--- config.mk ---
export PLATFORM = sky130hd
export DESIGN_NAME = m_prog_loader_flat
export DESIGN_NICKNAME = d
export VERILOG_FILES = /design/src/rtl/loader_pkg.sv /design/src/rtl/m_prog_loader_if.sv /design/src/rtl/m_idle_timer.sv /design/src/rtl/m_prog_loader.sv /design/src/flat_wrapper.sv
export SDC_FILE = /design/constraint.sdc
export NUM_CORES = 1
export LEC_CHECK = 0
export CAP_MARGIN = 30
export CORE_ASPECT_RATIO = 0.7
export CORE_MARGIN = 5
export CORE_UTILIZATION = 62
export DETAILED_ROUTE_END_ITERATION = 16
export PLACE_DENSITY = 0.91
export SYNTH_ARGS = -nofsm -noshare
export SYNTH_HDL_FRONTEND = slang
export SYNTH_HIERARCHICAL = 1
export SYNTH_SLANG_ARGS = --single-unit
--- constraint.sdc ---
create_clock -name w_clk -period 8.14 [get_ports w_clk]
set_input_delay 0.814 -clock w_clk [delete_from_list [all_inputs] [get_ports w_clk]]
set_output_delay 0.814 -clock w_clk [all_outputs]
set_load 0.02 [all_outputs]
--- src/rtl/loader_pkg.sv ---
// Shared types and constants for the program loader: FSM state encoding,
// abort reason codes and the default frame start byte.
package loader_pkg;

  typedef enum logic [2:0] {
    ST_IDLE,
    ST_CNT_HI,
    ST_CNT_LO,
    ST_DATA,
    ST_CSUM,
    ST_DONE,
    ST_ERR
  } state_e;

  typedef enum logic [1:0] {
    ERR_NONE    = 2'd0,
    ERR_COUNT   = 2'd1,
    ERR_CSUM    = 2'd2,
    ERR_TIMEOUT = 2'd3
  } err_e;

  localparam logic [7:0] DEFAULT_MAGIC = 8'hA5;

  // States in which the inter-byte idle timeout is armed.
  function automatic logic in_frame(state_e s);
    return s inside {ST_CNT_HI, ST_CNT_LO, ST_DATA, ST_CSUM};
  endfunction

endpackage

--- src/rtl/m_prog_loader_if.sv ---
// Byte-stream valid/ready channel feeding the program loader.
interface m_prog_loader_if;
  logic       w_bvalid;
  logic [7:0] w_bdata;
  logic       w_bready;

  modport master (output w_bvalid, output w_bdata, input w_bready);
  modport slave  (input w_bvalid, input w_bdata, output w_bready);
endinterface

--- src/rtl/m_idle_timer.sv ---
// Saturating idle-cycle counter; expired_o is high once TIMEOUT consecutive
// cycles have passed without clr_i.
module m_idle_timer #(
  parameter int unsigned TIMEOUT = 1_000_000
) (
  input  logic w_clk,
  input  logic w_rst_n,
  input  logic clr_i,
  output logic expired_o
);

  localparam int unsigned CW = (TIMEOUT < 2) ? 1 : $clog2(TIMEOUT);
  localparam logic [CW-1:0] LIMIT = CW'(TIMEOUT - 1);

  logic [CW-1:0] cnt_q, cnt_d;

  always_comb begin
    cnt_d = cnt_q;
    if (clr_i)              cnt_d = '0;
    else if (cnt_q != LIMIT) cnt_d = cnt_q + CW'(1);
  end

  // NOTE: sequential state is updated with non-blocking assignments only, so
  // every flop samples the pre-edge values regardless of process ordering.
  always_ff @(posedge w_clk) begin
    if (!w_rst_n) cnt_q <= '0;
    else          cnt_q <= cnt_d;
  end

  // The cycle whose edge would be the TIMEOUT-th without a handshake.
  assign expired_o = (cnt_q == LIMIT);

endmodule

--- src/rtl/m_prog_loader.sv ---
// Framed byte-stream loader for the instruction memory: MAGIC, big-endian
// word count, little-endian words, 8-bit checksum; holds the core in reset.
module m_prog_loader
  import loader_pkg::*;
#(
  parameter logic [7:0]  MAGIC   = DEFAULT_MAGIC,
  parameter int unsigned ADDR_W  = 11,
  parameter int unsigned TIMEOUT = 1_000_000
) (
  input  logic              w_clk,
  input  logic              w_rst_n,
  m_prog_loader_if.slave    bus,
  output logic [ADDR_W-1:0] w_addr,
  output logic              w_we,
  output logic [31:0]       w_din,
  output logic              w_hold,
  output logic              w_done,
  output logic              w_err,
  output logic [1:0]        w_errcode
);

  // Word index is one bit wider so a full 2^ADDR_W frame never wraps.
  localparam int unsigned IW = ADDR_W + 1;
  localparam logic [IW-1:0] MAX_WORDS = {1'b1, {ADDR_W{1'b0}}};

  state_e            state_q, state_d;
  logic [7:0]        cnt_hi_q, cnt_hi_d;
  logic [IW-1:0]     nwords_q, nwords_d;
  logic [IW-1:0]     idx_q, idx_d;
  logic [23:0]       asm_q, asm_d;
  logic [1:0]        bsel_q, bsel_d;
  logic [7:0]        csum_q, csum_d;
  logic [ADDR_W-1:0] addr_q, addr_d;
  logic              we_q, we_d;
  logic [31:0]       din_q, din_d;
  logic              bready_q, bready_d;
  logic              hold_q, hold_d;
  logic              done_q, done_d;
  logic              err_q, err_d;
  err_e              errcode_q, errcode_d;

  logic          hs;
  logic [7:0]    byte_in;
  logic [15:0]   count_w;
  logic [IW-1:0] idx_next;
  logic          timer_clr;
  logic          timer_expired;

  assign hs       = bus.w_bvalid && bready_q;
  assign byte_in  = bus.w_bdata;
  assign count_w  = {cnt_hi_q, byte_in};
  assign idx_next = idx_q + IW'(1);

  // NOTE: every signal written here gets its default first; a path that
  // leaves one unassigned would otherwise infer a latch.
  always_comb begin
    state_d   = state_q;
    cnt_hi_d  = cnt_hi_q;
    nwords_d  = nwords_q;
    idx_d     = idx_q;
    asm_d     = asm_q;
    bsel_d    = bsel_q;
    csum_d    = csum_q;
    addr_d    = addr_q;
    we_d      = 1'b0;
    din_d     = din_q;
    hold_d    = hold_q;
    done_d    = done_q;
    err_d     = err_q;
    errcode_d = errcode_q;

    unique case (state_q)
      ST_IDLE, ST_DONE, ST_ERR: begin
        if (hs && byte_in == MAGIC) begin
          state_d   = ST_CNT_HI;
          hold_d    = 1'b1;
          done_d    = 1'b0;
          err_d     = 1'b0;
          errcode_d = ERR_NONE;
          csum_d    = '0;
          idx_d     = '0;
          addr_d    = '0;
          bsel_d    = '0;
        end
      end
      ST_CNT_HI: begin
        if (hs) begin
          cnt_hi_d = byte_in;
          csum_d   = csum_q + byte_in;
          state_d  = ST_CNT_LO;
        end
      end
      ST_CNT_LO: begin
        if (hs) begin
          csum_d = csum_q + byte_in;
          if (count_w > 16'(MAX_WORDS)) begin
            state_d   = ST_ERR;
            err_d     = 1'b1;
            errcode_d = ERR_COUNT;
          end else if (count_w == 16'd0) begin
            state_d = ST_CSUM;
          end else begin
            nwords_d = count_w[IW-1:0];
            state_d  = ST_DATA;
          end
        end
      end
      ST_DATA: begin
        if (hs) begin
          csum_d = csum_q + byte_in;
          if (bsel_q == 2'd3) begin
            we_d   = 1'b1;
            din_d  = {byte_in, asm_q};
            addr_d = idx_q[ADDR_W-1:0];
            idx_d  = idx_next;
            bsel_d = '0;
            if (idx_next == nwords_q) state_d = ST_CSUM;
          end else begin
            // Shift in from the top so the first byte ends up in bits [7:0].
            asm_d  = {byte_in, asm_q[23:8]};
            bsel_d = bsel_q + 2'd1;
          end
        end
      end
      ST_CSUM: begin
        if (hs) begin
          if (byte_in == csum_q) begin
            state_d = ST_DONE;
            done_d  = 1'b1;
            hold_d  = 1'b0;
          end else begin
            state_d   = ST_ERR;
            err_d     = 1'b1;
            errcode_d = ERR_CSUM;
          end
        end
      end
      default: state_d = ST_IDLE;
    endcase

    if (in_frame(state_q) && !hs && timer_expired) begin
      state_d   = ST_ERR;
      err_d     = 1'b1;
      errcode_d = ERR_TIMEOUT;
    end

    // One bubble after each completed word gives the memory a quiet cycle.
    bready_d = !we_d;
  end

  assign timer_clr = hs || (state_d != state_q) || !in_frame(state_q);

  m_idle_timer #(.TIMEOUT(TIMEOUT)) u_idle_timer (
    .w_clk     (w_clk),
    .w_rst_n   (w_rst_n),
    .clr_i     (timer_clr),
    .expired_o (timer_expired)
  );

  always_ff @(posedge w_clk) begin
    if (!w_rst_n) begin
      state_q   <= ST_IDLE;
      cnt_hi_q  <= '0;
      nwords_q  <= '0;
      idx_q     <= '0;
      asm_q     <= '0;
      bsel_q    <= '0;
      csum_q    <= '0;
      addr_q    <= '0;
      we_q      <= 1'b0;
      din_q     <= '0;
      bready_q  <= 1'b1;
      hold_q    <= 1'b0;
      done_q    <= 1'b0;
      err_q     <= 1'b0;
      errcode_q <= ERR_NONE;
    end else begin
      state_q   <= state_d;
      cnt_hi_q  <= cnt_hi_d;
      nwords_q  <= nwords_d;
      idx_q     <= idx_d;
      asm_q     <= asm_d;
      bsel_q    <= bsel_d;
      csum_q    <= csum_d;
      addr_q    <= addr_d;
      we_q      <= we_d;
      din_q     <= din_d;
      bready_q  <= bready_d;
      hold_q    <= hold_d;
      done_q    <= done_d;
      err_q     <= err_d;
      errcode_q <= errcode_d;
    end
  end

  assign bus.w_bready = bready_q;
  assign w_addr       = addr_q;
  assign w_we         = we_q;
  assign w_din        = din_q;
  assign w_hold       = hold_q;
  assign w_done       = done_q;
  assign w_err        = err_q;
  assign w_errcode    = errcode_q;

endmodule

--- src/flat_wrapper.sv ---
// flat-port wrapper written by rule: the top's interface ports become plain ports
module m_prog_loader_flat import loader_pkg::*;
#(
  parameter logic [7:0]  MAGIC   = DEFAULT_MAGIC,
  parameter int unsigned ADDR_W  = 11,
  parameter int unsigned TIMEOUT = 1_000_000
)
  (w_clk, w_rst_n, w_addr, w_we, w_din, w_hold, w_done, w_err, w_errcode, bus_w_bvalid, bus_w_bdata, bus_w_bready);
  m_prog_loader_if bus_i ();
  input  logic w_clk;
  input  logic w_rst_n;
  output logic [ADDR_W-1:0] w_addr;
  output logic w_we;
  output logic [31:0] w_din;
  output logic w_hold;
  output logic w_done;
  output logic w_err;
  output logic [1:0] w_errcode;
  input wire logic [$bits(bus_i.w_bvalid)-1:0] bus_w_bvalid;
  input wire logic [$bits(bus_i.w_bdata)-1:0] bus_w_bdata;
  output wire logic [$bits(bus_i.w_bready)-1:0] bus_w_bready;
  assign bus_i.w_bvalid = bus_w_bvalid;
  assign bus_i.w_bdata = bus_w_bdata;
  assign bus_w_bready = bus_i.w_bready;
  m_prog_loader #(.MAGIC(MAGIC), .ADDR_W(ADDR_W), .TIMEOUT(TIMEOUT)) u_core (.w_clk(w_clk), .w_rst_n(w_rst_n), .bus(bus_i), .w_addr(w_addr), .w_we(w_we), .w_din(w_din), .w_hold(w_hold), .w_done(w_done), .w_err(w_err), .w_errcode(w_errcode));
endmodule
**Word level (Yosys, flattened, before mapping)**

Index checks and enable logic that the tools add are counted.

- Add/subtract/negate cells: 4
- Magnitude comparators: 1
- Eq/ne operators: 24
- Muxes and demuxes: 50
- Bitwise operators: 4
- Reductions and logical operators: 28

Operators by type and width:

| kind | number |
|---|---|
| 12-bit 2-to-1 mux | 3 |
| 11-bit 2-to-1 mux | 3 |
| 3-bit 2-to-1 mux | 10 |
| 12-bit case mux with 2 select lines | 1 |
| 11-bit case mux with 2 select lines | 1 |
| 20-bit by 1-bit adder with 20-bit output, second input constant | 1 |
| 20-bit equality test, second input constant | 1 |
| 20-bit inequality test, second input constant | 1 |
| 2-bit 2-to-1 mux | 9 |
| 16-bit by 12-bit greater-than comparator with 1-bit output, second input constant | 1 |
| 16-bit zero test | 1 |
| 8-bit 2-to-1 mux | 2 |
| 8-bit case mux with 2 select lines | 1 |
| 3-bit case mux with 5 select lines | 1 |
| 1-bit 2-to-1 mux | 14 |
| 12-bit by 1-bit adder with 12-bit output, second input constant | 1 |
| 12-bit equality test | 1 |
| 2-bit by 1-bit inequality test with 1-bit output, second input constant | 6 |
| 3-bit AND reduction | 4 |
| 4-bit AND reduction | 3 |
| 3-bit equality test, second input constant | 3 |
| 3-bit by 2-bit inequality test with 1-bit output, second input constant | 3 |
| 8-bit adder | 1 |
| 8-bit equality test | 1 |
| other kinds (23) | 38 |

- Bits in registers: 139
- Input port bits: 11
- Output and inout port bits: 50
- Word-level logic and storage cells: 127

**Logic depth before layout (Yosys ltp)**

Gate-level depths: netlist of the first run.

- Depth after elaboration: 11
- Mapped depth: 15
- Gate-level depth less buffers: 14

**Hierarchy**

The synthesis of the first run kept the hierarchy.

Modules (own cells, without submodules):

| module | times used | cells an instance | area an instance (µm²) | seq. area each (µm²) |
|---|---|---|---|---|
| m_prog_loader | 1 | 682 | 5454.0 | 2382.3 |
| m_idle_timer | 1 | 111 | 1001.0 | 400.4 |

**Worst setup path before layout of the first run**

OpenSTA, ideal clock, no wires.

- Path kind: input -> register
- Start: in bus_w_bdata[4]
- End: reg u_core.u_idle_timer.cnt_q[15]
- Library setup time: 0.059 ns
- Arrival time: 3.327 ns
- Required time: 8.081 ns
- Setup slack: 4.753 ns
- Cell stages on the path: 11
- Path buffers: 1
- Path through: ha_1 or4_1 o31ai_1 nand2_1 o22a_1 o32ai_1 o221ai_1 nand2b_1 clkbuf_1 or4_1 nand2_1

- Longest elaborated chain between the ends: 10
- Elaborated cells between the ends (all ways): 17
- Those cells by class: order compare (1); eq/ne (3); mux (8); reduce/logical (5)

Ends and longest elaborated chain:

| what | RTL line | text |
|---|---|---|
| from (decl) | flat_wrapper.sv:20 | `input wire logic [$bits(bus_i.w_bdata)-1:0] bus_w_bdata;` |
| parallel branches: the longest is 4 deep, another holds 16-bit by 12-bit greater-than comparator with 1-bit output | -- |  |
| 3-bit case mux with 5 select lines * | m_prog_loader.sv:72 | `unique case (state_q)` |
| 3-bit 2-to-1 mux * | m_prog_loader.sv:141 | `if (in_frame(state_q) && !hs && timer_expired) begin` |
| 3-bit inequality test * | m_prog_loader.sv:151 | `assign timer_clr = hs \|\| (state_d != state_q) \|\| !in_frame(state_q);` |
| 1-bit logical OR * (2 in a row) | m_prog_loader.sv:151 |  |
| via u_core.timer_clr | m_prog_loader.sv:46 | `logic timer_clr;` |
| 2-bit OR reduction (no source line) * | -- |  |
| to (signal assigned) | m_idle_timer.sv:27 | `else cnt_q <= cnt_d;` |
| to (decl) | m_idle_timer.sv:15 | `logic [CW-1:0] cnt_q, cnt_d;` |

Mark *: on every way through the listed nets, which the timed path passes.
A chain may end at the register's enable or synchronous reset.

**Worst setup path after layout of the first run**

- Start: in bus_w_bdata[3]
- End: reg u_core.u_idle_timer.cnt_q[15]

The elaborated chain is that of the path after synthesis.

==> metrics list, run 1 <==
- At the pin with the least slew margin, the transition time is 833 ps.
- In the routed design, unresolved DRC markers number 0.
- In this run the static leakage power is 0.00258 uW.
- Number of slew-limit violations in the final report: 0
* Count of cells resized by post-cts repair: 0
* CTS Buf Count: 17
- Clock Path Buffers: 2
- For this configuration, the core starts out at a cell density of 0.630.
* Total negative slack: 0 ps
- Antenna diode instance count: 0
- Vias post-DR: 6,124
- Biggest fanout along the worst timing path: 17
- Counting every instance in the synthesized netlist gives 793.
- DR top layer: met4
- Post-synthesis instance area: 0.00645 mm2
- Placeable core area: 0.0102 mm2
* Number of global-route vias before repair: 5,946
* Hold Worst Slack: 461 ps
- The clock reaches the later pin of the worst-skew pair after 420 ps.
- After detailed routing, the average wire length per cell comes to 18.4 um.
- The H-tree was split into 4 levels.
- Buffer count from post-CTS setup fixing: 0
- Port buffering added 60 buffers.
- Critical path arrival: 4820 ps
- Setup repair after global routing left no endpoint under its margin.
- The smallest clock period supported by the final layout is computed as 4460 ps.
- After synthesis, the mean cell area works out to 8.14 um2.
- The die covers 0.0126 mm2.
- The number of hold violations in the final report was 0.
- Fraction of layout instances using a drive strength above 1: 0.0704
- VDD sags by at most 158 uV.
- In this run the count of I/O pins placed on the die edge is 61.
* Timing-limited maximum frequency: 224 MHz
* Category of the worst setup path capture point: register
- After detailed routing, the met2 layer carries 8130 um of wire.
- Critical setup path kind: in -> reg
- Area growth, synth to finish: 18.4%
- Power density of the placed cells: 192 mW/mm2
- In the synthesized netlist the async set-or-reset flop fraction comes to 0.
- The detailed router put a total of 7750 um of wire on met1.
* Top post-synthesis cells by area: dfxtp_1 (43%), nand2_1 (8.9%), a21oi_1 (7.3%), nor2_1 (4.3%), mux2i_1 (3.3%)
- Critical Path Source Type: input port
- Final global-route overflow total: 0
- After clock tree synthesis, the clock-pin slew on the worst setup and hold paths is 60 ps.
- Number of design-rule violations left by the first detailed-router iteration: 824
- Post-synth top area share: 0.431
* Vert. Die Dim: 95.4 um
* CTS tree: yes
- Die outline width: 132 um
- Routed WL: 17,900 um
- Number of routed nets with antenna violations: 0
* Post-synth EDFFs: 0
* Cts hold-fix bufs: 0
* Cell accounting for the most synthesized area: dfxtp_1
* Post-synthesis net count: 815
- The first global-routing pass estimated 29,400 um of wire.
* Root buffer selected by CTS: clkbuf_16
- Final cell count without fillers: 970
- Detailed-routed wire length on met3: 1700 um
* Part of the Yosys area used for sequential elements: 0.431
- CP required: 8500 ps
* Most common cell after layout, fill and taps aside: nand2_1
* Synth warnings: 6
- The final layout contains 847 nets.
- Number of clock sinks: 139
* Per-cell via count in the routed design: 6.31
* Final cycle utilization of the critical path: 0.548
- For this run, the detailed router's first-pass iteration total came to 6.
- Routability Congestion: 0.937
* Count of state elements after synthesis: 139
* Largest net degree at the start of global routing: 71
- Max cap viols: 0
* Number of unique standard cell types used by synthesis: 78
- Measured against its own limit, the worst slew margin works out to 0.443.
* Cell count after placement: 938
- In the layout the commonest cells are nand2_1 (153), dfxtp_1 (139), a21oi_1 (94).
- Result of the run: finished clean
- The floorplan has 31 rows.
- Layout Skew: 8.71 ps
- The number of antenna violations at the first check in global routing was 0.
- Number of endpoints failing setup at the final stage: 0
- Prevailing post-synth register cell: dfxtp_1
* Post-DP HPWL: 11,800 um
- For this run, the total global-route usage over all layers was measured as 0.286.
- Total power: 1470 uW
- The path class of the tightest hold or removal check is reg -> reg.
[final cells by class]
class | count | area, um2
flip-flops and latches | 139 | 2780
inverters | 16 | 61.3
repair buffers | 64 | 631
fillers | 716 | 2600
well taps | 132 | 165
clock inverters | 15 | 155
multi-input cells | 587 | 3420
clock buffers | 17 | 425
[layer usage]
metal,global-route usage,vias up
met1,0.374,2903
met3,0.0823,37
li1,-,2840
met5,0,-
met2,0.458,344
met4,0.103,0
[where the power goes]
part / internal (uW) / switching, uW
logic: 9.38 / 22.6
registers: 680 / 0.351
clock network: 431 / 327
[registers in the layout, indices dropped and copies added (netlist names)]
register                   flops
u_core/bsel_q                  2
u_core/idx_q                  12
u_core/cnt_hi_q                8
u_core/state_q                 3
u_core/w_errcode               2
u_core/w_hold                  1
u_core/w_din                  32
u_core/w_addr                 11
u_core/bus.w_bready            1
u_core/u_idle_timer/cnt_q     20
u_core/w_done                  1
u_core/nwords_q               12
u_core/w_we                    1
u_core/asm_q                  24
u_core/w_err                   1
u_core/csum_q                  8
[worst paths after layout]
kind / slack, ps / cells past startpoint / start / to
worst min register to register: 460 / 2 / u_core/w_done$_SDFFE_PN0P_ / u_core/w_done$_SDFFE_PN0P_
worst min-delay path: 460 / 2 / u_core/w_done$_SDFFE_PN0P_ / u_core/w_done$_SDFFE_PN0P_
worst max-delay path: 3680 / 11 / bus_w_bdata[3] / u_core/u_idle_timer/cnt_q[15]$_SDFFE_PP0P_
worst max register to register: 4270 / 11 / u_core/idx_q[0]$_SDFFE_PN0P_ / u_core/u_idle_timer/cnt_q[17]$_SDFFE_PP0P_
[metrics by stage]
| stage | setup WS, ps | area, um2 | utilization |
|---|---|---|---|
| 2_1_floorplan | 4750 | 6450 | - |
| 3_3_place_gp | 3510 | 7060 | 0.690 |
| 3_5_place_dp | 3370 | 7060 | 0.690 |
| 4_1_cts | 3800 | 7640 | 0.746 |
| 5_1_grt | 3480 | 7640 | 0.746 |
| 6_report | 3680 | 7640 | 0.746 |
[synth_stat cells, types with 5 or more instances]
| cell type | instances |
|---|---|
| inv_1 | 15 |
| nand2_1 | 153 |
| nand4_1 | 9 |
| mux2i_1 | 21 |
| a22oi_1 | 12 |
| dfxtp_1 | 139 |
| and3_1 | 6 |
| clkbuf_1 | 40 |
| and4_1 | 5 |
| a21oi_1 | 94 |
| nor3_1 | 17 |
| a31oi_1 | 7 |
| o21ai_0 | 22 |
| nor2b_1 | 7 |
| nor2_1 | 74 |
| buf_2 | 7 |
| ha_1 | 10 |
| a21o_1 | 5 |
| nand2b_1 | 8 |
| xnor2_1 | 15 |
| or3_1 | 6 |
| xor2_1 | 13 |
| nand3_1 | 23 |
[critical path, stage by stage]
cell and delay, ps:
clkdlybuf4s50_1 600, nor4_1 450, nand3_1 210, xor2_1 190, and3_1 720, a21oi_1 100
o32ai_1 330, o221ai_1 170, nand2b_1 520, or4_1 640, nand2_1 80
[kinds of logic (layout without fill, tap and decap cells)]
family | count (synthesis) | after routing | share of synthesized area
AO/OA/AOI/OAI | 182 | 182 | 0.176
XOR/XNOR | 28 | 28 | 0.0380
adder cells (fa/ha/maj) | 12 | 12 | 0.0240
buffers and inverters | 67 | 112 | 0.0419
flip-flops | 139 | 139 | 0.431
multiplexers | 22 | 22 | 0.0343
AND/OR/NAND/NOR | 343 | 343 | 0.255
Power figures use the tool's default switching activity.
==> run 2: changes to the inputs <==
- CORE_UTILIZATION: 62 -> 57
- PLACE_DENSITY: 0.91 -> 0.85
- clock period: 8.14 -> 4.6 ns (I/O delays scaled with it)
==> run 2 against run 1 <==
Against the previous run:
- sequential share of layout area down 0.63 points
- register-to-register slack worse by 3300 ps
- global-route usage down 2.6 points
- flip-flop and latch count unchanged
- hold slack worse by 5.5 ps
- clock-buffer cell count up 2
==> metrics list, run 2 (synthesis results as in run 1) <==
- Number of global-route vias before repair: 5,702
- For this block, the initial DRC count from the detailed router was 561.
- At the end of routability-driven placement, the weighted congestion stood at 0.894.
- Average wire per standard cell: 17.3 um
- Once the clock tree was built, the setup fixing pass inserted 0 buffers.
- Post-layout min period: 3660 ps
- Effective utilization at floorplan: 0.584
- In the finished design, the share of the clock period the worst path needs comes to 0.796.
- Across every metal layer, demand over resource in global routing totals 0.260.
* Final global-route overflow total: 0
- Design area: 0.00777 mm2
- Residual DRC count: 0
* Category of the worst setup path capture point: register
* Worst r2r path cells: 12
* Most common cell after layout, fill and taps aside: nand2_1
- I/O pin count: 61
* Critical path launch point: u_core/idx_q[0]$_SDFFE_PN0P_
* Hold path startpoint: u_core/w_din[3]$_SDFFE_PN0P_
* Utilization after layout: 0.704
- For the worst setup path, the data required time is 4900 ps.
- Source-to-sink clock delay at the later pin of the worst-skew pair: 410 ps
- Power density of the placed cells: 348 mW/mm2
- For this design, the CTS-stage hold fixing added 0 buffers.
- The number of antenna violations at the first check in global routing was 0.
* Final number of hold-violating endpoints: 0
- Number of routed nets with antenna violations: 0
* Fraction of layout instances using a drive strength above 1: 0.0770
- The number of antenna diodes in the final layout is 0.
- After filler insertion, the fill cell instance count of the layout stands at 863.
- The H-tree was split into 4 levels.
- The first global-routing pass estimated 28,500 um of wire.
* Flip-flop count of the largest register, all copies and words added: 32
- Setup repair after global routing missed its margin: no
* Per-cell via count in the routed design: 5.97
- Placeable core area: 0.0111 mm2
- Worst reg2reg setup slack: 940 ps
* Post-DP HPWL: 12,000 um
* Max cap viols: 0
- Summed over all layers, the routed wires come to 17,300 um.
* Total negative slack: 0 ps
- The first TritonRoute pass finished after 5 iterations.
* Reg clk slew, reported paths: 60 ps
- Count of cells resized by post-cts repair: 0
* Largest net degree at the start of global routing: 54
- Worst min-delay path category: reg -> reg
- Vert. Die Dim: 99.0 um
- The net count of the finished layout is 853.
- Clock Path Buffers: 2
- Area growth, synth to finish: 20.4%
* Std cell rows: 32
- The routed layout has 5,955 vias.
- Hold path cells: 2
- At the worst endpoint, the arrival time is 3970 ps.
- Most frequent cells in the layout: nand2_1 (153), dfxtp_1 (139), a21oi_1 (94)
* Leakage component of the power: 0.00264 uW
* Worst slew slack as a fraction of its limit: 0.479
* Number of slew-limit violations in the final report: 0
* Critical register-to-register path startpoint: u_core/idx_q[0]$_SDFFE_PN0P_
* CTS Buf Count: 17
* Critical setup path kind: reg -> reg
* Root buffer selected by CTS: clkbuf_16
- The worst setup path is launched from a register.
- TritonCTS built the clock tree.
- Setup violations remaining at the end of the flow were counted as 0.
- Worst ir drop on vdd: 302 uV
* Number of clock sinks: 139
- Full die area: 0.0136 mm2
* Die outline width: 137 um
- Biggest fanout along the worst timing path: 16
- At the pin with the least slew margin, the transition time is 782 ps.
* PortBufs: 60
- Layout Skew: 9.01 ps
- The run finished with clean final reports.
- End of the worst register-to-register path: u_core/u_idle_timer/cnt_q[18]$_SDFFE_PP0P_
- The worst hold path terminates at u_core/w_din[3]$_SDFFE_PN0P_.
* Timing-limited maximum frequency: 273 MHz
* Placed cell areas: 0.00714 mm2
## run 2: changes by cell type in the layout (fill, tap and decap cells not counted), sizes merged
cell      before  now
bufinv         1    3
clkinvlp       2    1
buf            4   10
clkinv         6    4
clkbuf        17   19
inv           22   21
## run 2: critical path: stages, from the launching register on
cell	delay, ps
dfxtp_1	490
ha_1	360
nand3_4	170
or4_4	570
a2111oi_4	360
nor4_2	110
nor4_4	380
a211oi_1	150
o221ai_1	250
nand2b_1	160
buf_4	240
nor2_1	70
a41o_1	230
## run 2: layout make-up
| cell class | count | area (um2) | share of cell area |
|---|---|---|---|
| timing repair buffer | 70 | 696 | 0.0895 |
| sequential | 139 | 2780 | 0.358 |
| inverter | 16 | 60.1 | 0.00772 |
| multi-input combinational | 587 | 3410 | 0.439 |
| tap | 153 | 191 | 0.0246 |
| clock buffer | 19 | 453 | 0.0583 |
| clock inverter | 13 | 179 | 0.0230 |
## run 2: how the worst max path moves through the flow
stage	end	slack (ps)	cells past startpoint
global route	u_core/u_idle_timer/cnt_q[17]$_SDFFE_PP0P_	690	12
finish	u_core/u_idle_timer/cnt_q[18]$_SDFFE_PP0P_	940	12
CTS	u_core/u_idle_timer/cnt_q[17]$_SDFFE_PP0P_	1000	12
floorplan	u_core/u_idle_timer/cnt_q[7]$_SDFFE_PP0P_	1350	12
global placement	u_core/u_idle_timer/cnt_q[15]$_SDFFE_PP0P_	870	11
detailed placement	u_core/u_idle_timer/cnt_q[18]$_SDFFE_PP0P_	800	12
## run 2: metal layers
| layer | vias up | track usage | part of all wire |
|---|---|---|---|
| met5 | - | 0 | 0 |
| met4 | 0 | 0.0683 | 0.011 |
| met3 | 28 | 0.0648 | 0.087 |
| met2 | 278 | 0.410 | 0.47 |
| met1 | 2800 | 0.357 | 0.43 |
| li1 | 2849 | - | - |
## run 2: power breakdown
part           switching, uW  internal [uW]
registers              0.628           1200
logic                   40.2           18.2
clock network            545            896
## run 2: through the flow
| stage | total power, uW | hold WS [ps] | setup slack (ps) | cells |
|---|---|---|---|---|
| after floorplan | 1260 | 432 | 1350 | 793 |
| after global placement | 1290 | 444 | 866 | 964 |
| after detailed placement | 1290 | 448 | 804 | 965 |
| after CTS | 2710 | 456 | 1000 | 997 |
| after global routing | 2790 | 473 | 692 | 997 |
| final | 2700 | 455 | 937 | 997 |
